### config.mk
export PLATFORM = sky130hd
export DESIGN_NAME = spi_sensor_slave
export DESIGN_NICKNAME = d
export VERILOG_FILES = /design/src/rtl/spi_sensor_slave.sv
export SDC_FILE = /design/constraint.sdc
export NUM_CORES = 1
export LEC_CHECK = 0
export BUFFER_PORTS_ARGS = -buffer_cell sky130_fd_sc_hd__buf_2
export CORE_MARGIN = 4
export CORE_UTILIZATION = 35
export DETAILED_ROUTE_END_ITERATION = 12
export PLACE_DENSITY = 0.49
export SYNTH_ARGS = -nofsm -noshare
export SYNTH_HDL_FRONTEND = slang
export SYNTH_SLANG_ARGS = --single-unit
### constraint.sdc
create_clock -name clk -period 1.9 [get_ports clk]
set_clock_uncertainty 0.1 [all_clocks]
set_input_delay 0.38 -clock clk [delete_from_list [all_inputs] [get_ports clk]]
set_output_delay 0.38 -clock clk [all_outputs]
set_load 0.05 [all_outputs]
### src/rtl/spi_sensor_slave.sv
// SPI responder emulating an 8-bit serial light sensor: 16-bit frames of {4'b0, sample, 4'b0}, MSB first.
// Optional macro SPI_SENSOR_RAMP_EN: shadow sample increments on every completed frame (self-test ramp).
module spi_sensor_slave #(
  parameter int FRAME_W = 16,
  parameter int LEAD_Z  = 4,
  parameter int DATA_W  = 8
) (
  input  logic              clk,
  input  logic              rst,
  input  logic              sclk,
  input  logic              ss,
  output logic              miso,
  input  logic [DATA_W-1:0] sample_data,
  input  logic              sample_valid,
  output logic              sample_ready,
  output logic              frame_done,
  output logic              frame_abort,
  output logic [7:0]        frame_cnt
);

  localparam int CNT_W = $clog2(FRAME_W + 1);

  typedef enum logic [0:0] {
    IDLE  = 1'b0,
    SHIFT = 1'b1
  } state_t;

  function automatic logic [FRAME_W-1:0] build_frame(input logic [DATA_W-1:0] d);
    logic [FRAME_W-1:0] f;
    f = '0;
    f[FRAME_W-1-LEAD_Z -: DATA_W] = d;
    return f;
  endfunction

  logic [1:0]         sclk_sync_r;
  logic               sclk_prev_r;
  logic [1:0]         ss_sync_r;
  logic               ss_prev_r;
  state_t             state_r;
  logic [FRAME_W-1:0] shift_r;
  logic [CNT_W-1:0]   bit_cnt_r;
  logic [DATA_W-1:0]  shadow_r;
  logic               miso_r;
  logic               sample_ready_r;
  logic               frame_done_r;
  logic               frame_abort_r;
  logic [7:0]         frame_cnt_r;

  logic               sclk_rise_s;
  logic               ss_fall_s;
  logic               ss_rise_s;
  logic               capture_s;

  // Two-flop synchronizers plus edge-detect history for the asynchronous SPI inputs
  always_ff @(posedge clk) begin
    if (rst) begin
      sclk_sync_r <= 2'b00;
      sclk_prev_r <= 1'b0;
      ss_sync_r   <= 2'b11;
      ss_prev_r   <= 1'b1;
    end else begin
      sclk_sync_r <= {sclk_sync_r[0], sclk};
      sclk_prev_r <= sclk_sync_r[1];
      ss_sync_r   <= {ss_sync_r[0], ss};
      ss_prev_r   <= ss_sync_r[1];
    end
  end

  assign sclk_rise_s = sclk_sync_r[1] & ~sclk_prev_r;
  assign ss_fall_s   = ~ss_sync_r[1] & ss_prev_r;
  assign ss_rise_s   = ss_sync_r[1] & ~ss_prev_r;
  assign capture_s   = sample_valid & sample_ready_r & (state_r == IDLE);

  // Frame sequencer: capture, load on ss fall, shift on sclk rise, close on ss rise
  always_ff @(posedge clk) begin
    if (rst) begin
      state_r        <= IDLE;
      shift_r        <= '0;
      bit_cnt_r      <= '0;
      shadow_r       <= '0;
      miso_r         <= 1'b0;
      sample_ready_r <= 1'b1;
      frame_done_r   <= 1'b0;
      frame_abort_r  <= 1'b0;
      frame_cnt_r    <= 8'd0;
    end else begin
      frame_done_r  <= 1'b0;
      frame_abort_r <= 1'b0;
      case (state_r)
        IDLE: begin
          miso_r         <= 1'b0;
          sample_ready_r <= 1'b1;
          if (capture_s) begin
            shadow_r <= sample_data;
          end else begin
            shadow_r <= shadow_r;
          end
          // A same-cycle sclk rise only loads; it is not counted as a bit
          if (ss_fall_s) begin
            shift_r        <= build_frame(capture_s ? sample_data : shadow_r);
            bit_cnt_r      <= '0;
            sample_ready_r <= 1'b0;
            state_r        <= SHIFT;
          end else begin
            state_r <= IDLE;
          end
        end
        SHIFT: begin
          sample_ready_r <= 1'b0;
          if (ss_rise_s) begin
            state_r        <= IDLE;
            miso_r         <= 1'b0;
            sample_ready_r <= 1'b1;
            if (bit_cnt_r == CNT_W'(FRAME_W)) begin
              frame_done_r <= 1'b1;
              frame_cnt_r  <= frame_cnt_r + 8'd1;
`ifdef SPI_SENSOR_RAMP_EN
              shadow_r     <= shadow_r + DATA_W'(1);
`else
              shadow_r     <= shadow_r;
`endif
            end else begin
              frame_abort_r <= 1'b1;
            end
          end else if (sclk_rise_s) begin
            if (bit_cnt_r < CNT_W'(FRAME_W)) begin
              miso_r    <= shift_r[FRAME_W-1];
              shift_r   <= {shift_r[FRAME_W-2:0], 1'b0};
              bit_cnt_r <= bit_cnt_r + CNT_W'(1);
            end else begin
              miso_r <= 1'b0;
            end
          end else begin
            miso_r <= miso_r;
          end
        end
        default: begin
          state_r        <= IDLE;
          miso_r         <= 1'b0;
          sample_ready_r <= 1'b1;
        end
      endcase
    end
  end

  assign miso         = miso_r;
  assign sample_ready = sample_ready_r;
  assign frame_done   = frame_done_r;
  assign frame_abort  = frame_abort_r;
  assign frame_cnt    = frame_cnt_r;

endmodule
# Yosys cells after proc, flatten, opt, wreduce, memory -nomap -nowiden
# Index checks and enable logic that the tools add are counted.
# W data, S select, Z words.
[totals]
register_bits = 48
latch_bits = 0
ram_bits = 0
romBits = 0
in_bits = 13
output_inout_bits = 12
word_cells = 59
memories = 0
[op_classes]
add_sub_neg = 2
n_mul = 0
div_mod_pow = 0
magnitude_cmp = 1
n_eq_ne = 6
n_shift = 0
muxes = 24
bitwise = 10
n_reduce_logical = 3
[ops]
columns = ["operator", "n"]
rows = [
  ["$mux W16", 4],
  ["$pmux W16 S2", 1],
  ["$mux W5", 4],
  ["$mux W8", 2],
  ["$pmux W5 S2", 1],
  ["$mux W1", 9],
  ["$add A8 B1 Y8 const B", 1],
  ["$pmux W1 S2", 3],
  ["$add A5 B1 Y5 const B", 1],
  ["$and A1 B1 Y1", 5],
  ["$eq A5 B5 Y1 const B", 1],
  ["$lt A5 B5 Y1 const B", 1],
  ["$not A1 Y1", 5],
  ["$ne A2 B1 Y1 const B", 2],
  ["$ne A2 B2 Y1 const B", 2],
  ["$reduce_and A4 Y1", 1],
  ["$ne A3 B1 Y1 const B", 1],
  ["$reduce_and A3 Y1", 1],
  ["$reduce_or A3 Y1", 1],
]

# Logic depth before layout (Yosys ltp)
[depth]
depth_word = 5
depth_mapped = 6
ltp_nobuf = 5

# Worst setup path before layout
# OpenSTA, ideal clock, no wires.
[synth_path]
kind = "reg2reg"
start = "register sample_ready_r (netlist: sample_ready)"
end = "register shift_r[10]"
setup_ps = 123
arrival_ps = 1521
required_time_ps = 1677
slack_ps = 155
stages_incl_launch_ff = 5
path_buffers = 1
period_less_slack_ps = 1745
cell_sequence = "dfxtp_1 clkbuf_1 or4bb_1 o2111ai_1 mux2i_1"
[synth_via]
elab_chain_len = 5
[synth_rtl]
columns = ["item", "line", "source"]
rows = [
  ["from (decl)", "44", "logic sample_ready_r;"],
  ["from (signal assigned)", "82", "sample_ready_r <= 1'b1;"],
  ["from (signal assigned)", "92", "sample_ready_r <= 1'b1;"],
  ["from (signal assigned)", "102", "sample_ready_r <= 1'b0;"],
  ["$and A1 B1 Y1 (2 in a row)", "72", "assign capture_s = sample_valid & sample_ready_r & (state_r == IDLE);"],
  ["$mux W8", "-", ""],
  ["$mux W16", "99", "if (ss_fall_s) begin"],
  ["$pmux W16 S2", "89", "case (state_r)"],
  ["to (signal assigned)", "100", "shift_r <= build_frame(capture_s ? sample_data : shadow_r);"],
  ["to (signal assigned)", "128", "shift_r <= {shift_r[FRAME_W-2:0], 1'b0};"],
  ["to (decl)", "40", "logic [FRAME_W-1:0] shift_r;"],
]
# No other way between the ends. The select of a mux whose other input is x is not followed.
# A chain may end at the register's enable or synchronous reset.

# Worst setup path in the final report
[layout_path]
start = "register sample_ready_r (netlist: sample_ready)"
end = "output port sample_ready"
[layout_lines]
columns = ["item", "line", "source"]
rows = [
  ["to (decl)", "15", "output logic sample_ready,"],
]
# No word-level cell between the ends.

==> impl_metrics.tcl <==
set metrics [dict create \
    dp_slack_ns 0.213 \
    synth_seq_cells 44 \
    vias 1593 \
    path_clk_slew_ns 0.08 \
    clock-sinks 44 \
    cts_buffers 5 \
    fin_ws_ns 0.164 \
    power.density_cell_area_mw_per_mm2 833 \
    cell_count_post_placement 299 \
    timing.critical_path.arrival_ns 1.26 \
    worst_hold_path_type "in -> reg" \
    avgViaCountPerCell 5.21 \
    tightest_slew_ns 0.463 \
    timing.reg2reg.setup_slack_ns 0.18 \
    num_antenna_cells 0 \
    dp_hpwl_um 3060 \
    final.setup.tns_ns 0 \
    critical-path-max-stage-delay_ns 0.61 \
    ctsHoldBuffers 0 \
    critical_path.top_delay_family "flip-flops" \
    cts_post_setup_buffers_inserted 0 \
    gr-total-overflow 0 \
    critical_path.reg2reg.endpoint "frame_cnt[5]" \
    max_cap_viol_count 0 \
    chipHeight_um 83.8 \
    netlist-cell-type-count 38 \
    critPathMaxFanout 16 \
    p_sw_frac 0.214 \
    instances_no_fill 306 \
    netlist_instances 207 \
    p_total_uw 1980 \
    hold_path_startpoint "ss" \
    hold-path-endpoint "ss_sync_r[0]" \
    synth-warning-count 0 \
    initial_core_util 0.363 \
    first_global_vias 1501 \
    timing.critical_path.slowest_stage_cell "sky130_fd_sc_hd__dfxtp_1" \
    drtIter0Drc 56 \
    final_net_count 250 \
    syn2layout_area_growth_pct 17.8 \
    die_area_mm2 0.00703 \
    die_w_um 83.8 \
    post_cts_resized 0 \
    route.antenna.remaining_nets 0 \
    share_seq_of_total_power 0.491 \
    globalplace.congestion 0.746 \
    worst_r2r_path_depth 5 \
    largest_net_degree_at_the_start_of_global_routing 34 \
    insertion_delay_ns 0.29 \
    port_buffers 24 \
    netlist_top_cells_area "sky130_fd_sc_hd__dfxtp_1 (44%), sky130_fd_sc_hd__mux2i_1 (11%), sky130_fd_sc_hd__nand3_1 (4.5%)" \
    syn-mean-instance-area_um2 9.72 \
    cp_num_buf_inv 1 \
    worst_setup_path_start_kind "flop" \
    tritoncts_clock_tree "yes" \
    internal_power_uw 1550 \
    p_leak_uw 0.00103 \
    finalCritPeriodShare 0.914 \
    run_status "complete, no violations" \
    dr.pass1.iters 4 \
    hold_path_depth 2 \
    power.ir.vdd_worst_v 0.000390 \
    routed_wire_length_per_instance_um 13.9 \
    rsz0062_at_grt "no" \
    power_switching_uw 422 \
    wl_um 4240 \
    final_period_minus_worst_setup_slack_ns 1.74 \
    setup_violations 0 \
    critical_path_required_ns 1.42 \
    share_of_the_synthesized_area_in_the_top_cell_type 0.438 \
    share_of_final_layout_standard_cells_stronger_than_drive_strength_1 0.226 \
    num_io_pins 25 \
    crit-reg2reg-launch "bit_cnt_r[0]" \
    cts-root-to-sink-buffers 2 \
    cp_cell_sequence "buf_2" \
    ctsRootBufferMaster "sky130_fd_sc_hd__clkbuf_8" \
    post-synth-top-area-cell "sky130_fd_sc_hd__dfxtp_1" \
    core_region_area_mm2 0.00554 \
    yosysSeqAreaShare 0.438 \
    total_count_of_hold_check_failures_in_the_final_report 0 \
    synth_nets 223 \
    end_kind "primary output" \
    grt_pass1_wl_um 7290 \
    report.final.slew_viol_count 0 \
    filler_cell_count 572 \
    share_clk_of_total_power 0.418 \
    synthesis.area_mm2 0.00201 \
    gr_usage_total 0.127 \
    timing.slew.headroom 0.691 \
    f_max_mhz 576 \
    rows 27 \
    initial_antenna_violation_count 0 \
    critical_path_class "reg -> out" \
    remaining_drc_errors 0 \
    h-tree-depth 2 \
    comb_power_share 0.092 \
]
cells in the final DEF (no fill, tap or decap), types with 2 or more instances in the layout:
master	instances
sky130_fd_sc_hd__clkbuf_8	5
sky130_fd_sc_hd__nand3b_1	4
sky130_fd_sc_hd__o2111ai_1	7
sky130_fd_sc_hd__or3_1	2
sky130_fd_sc_hd__nor2b_1	6
sky130_fd_sc_hd__mux2_2	2
sky130_fd_sc_hd__nor3_1	4
sky130_fd_sc_hd__or4bb_1	7
sky130_fd_sc_hd__nor4bb_1	2
sky130_fd_sc_hd__ha_1	3
sky130_fd_sc_hd__nor4_1	3
sky130_fd_sc_hd__buf_4	13
sky130_fd_sc_hd__nor2_1	10
sky130_fd_sc_hd__a211o_1	7
sky130_fd_sc_hd__nand2_1	9
sky130_fd_sc_hd__dfxtp_1	44
sky130_fd_sc_hd__o311ai_0	3
sky130_fd_sc_hd__a21oi_1	5
sky130_fd_sc_hd__bufinv_16	2
sky130_fd_sc_hd__inv_1	4
sky130_fd_sc_hd__nand3_1	18
sky130_fd_sc_hd__o21ai_0	3
sky130_fd_sc_hd__or2_2	6
sky130_fd_sc_hd__nand4_1	2
sky130_fd_sc_hd__buf_2	24
sky130_fd_sc_hd__o41ai_1	3
sky130_fd_sc_hd__nand2b_1	3
sky130_fd_sc_hd__mux2i_1	23
cells by family (layout without fill, tap and decap cells):
family	after synthesis	after routing	synth area share
AO/OA/AOI/OAI	32	32	0.122
adder cells (fa/ha/maj)	3	3	0.0187
multiplexers	25	25	0.126
buffers and inverters	21	48	0.0460
flip-flops	44	44	0.438
AND/OR/NAND/NOR	82	82	0.250
registers in the layout, summed over array words and instances (netlist names):
signal	flops
bit_cnt_r	5
frame_abort	1
frame_cnt	8
frame_done	1
miso	1
sample_ready	1
sclk_prev_r	1
sclk_sync_r	2
shadow_r	8
shift_r	12
ss_prev_r	1
ss_sync_r	2
state_r	1
worst max-delay path by stage:
stage	endpoint	start	cells after the start	slack [ns]
after detailed placement	frame_cnt[5]	bit_cnt_r[0]	5	0.21
after global placement	frame_cnt[5]	bit_cnt_r[0]	5	0.21
after floorplan	shift_r[10]	sample_ready	4	0.16
after global routing	frame_cnt[5]	bit_cnt_r[0]	5	0.04
after CTS	sample_ready	sample_ready	1	0.16
final	sample_ready	sample_ready	1	0.16
per-stage QoR:
stage          utilization  hold slack (ns)  instance area [um^2]
5_1_grt              0.428            0.156                  2370
6_report             0.428            0.167                  2370
4_1_cts              0.428            0.149                  2370
2_1_floorplan            -            0.289                  2010
3_5_place_dp         0.405            0.293                  2240
3_3_place_gp         0.405            0.292                  2240
cell type report:
class | instances | area (um^2) | area share
clock buffers | 5 | 68.8 | 0.0290
clock inverters | 2 | 60.1 | 0.0253
inverters | 4 | 15.0 | 0.00633
multi-input cells | 142 | 1040 | 0.438
flip-flops and latches | 44 | 881 | 0.372
well taps | 72 | 90.1 | 0.0380
repair buffers | 37 | 218 | 0.0918
cell usage after synthesis:
library cell	instances
sky130_fd_sc_hd__a21oi_1	5
sky130_fd_sc_hd__nor4b_1	1
sky130_fd_sc_hd__clkbuf_1	10
sky130_fd_sc_hd__nor2b_1	6
sky130_fd_sc_hd__o31a_1	1
sky130_fd_sc_hd__or3b_4	1
sky130_fd_sc_hd__and3_1	1
sky130_fd_sc_hd__mux2_2	2
sky130_fd_sc_hd__nand3_1	18
sky130_fd_sc_hd__o32ai_1	1
sky130_fd_sc_hd__inv_1	4
sky130_fd_sc_hd__nor4bb_1	2
sky130_fd_sc_hd__or2_2	6
sky130_fd_sc_hd__nand4bb_1	1
sky130_fd_sc_hd__o41ai_1	3
sky130_fd_sc_hd__or4bb_1	7
sky130_fd_sc_hd__nand4b_1	1
sky130_fd_sc_hd__dfxtp_1	44
sky130_fd_sc_hd__a211o_1	7
sky130_fd_sc_hd__nor4_1	3
sky130_fd_sc_hd__nand4_1	2
sky130_fd_sc_hd__o21ai_0	3
sky130_fd_sc_hd__o2111ai_1	7
sky130_fd_sc_hd__o21ai_1	1
sky130_fd_sc_hd__or3_1	2
sky130_fd_sc_hd__mux2i_1	23
sky130_fd_sc_hd__nor3_1	4
sky130_fd_sc_hd__ha_1	3
sky130_fd_sc_hd__nor2_1	10
sky130_fd_sc_hd__buf_2	5
sky130_fd_sc_hd__buf_1	1
sky130_fd_sc_hd__o311ai_0	3
sky130_fd_sc_hd__nand2_1	9
sky130_fd_sc_hd__nand3b_1	4
sky130_fd_sc_hd__nand2b_1	3
sky130_fd_sc_hd__a21o_1	1
sky130_fd_sc_hd__buf_6	1
sky130_fd_sc_hd__or3b_1	1
power by group through the flow:
stage,Combinational (uW),Sequential [uW],Clock [uW]
after floorplan,133,987,0
after global placement,182,990,0
after detailed placement,181,991,0
after CTS,183,969,856
after global routing,203,974,883
final,181,969,826
routing by layer:
layer,global-route usage,wire (um)
met2,0.188,1800
met1,0.178,2240
met4,0.0439,63
met5,0,0
met3,0.0326,138
(Power assumes the default switching activity.)
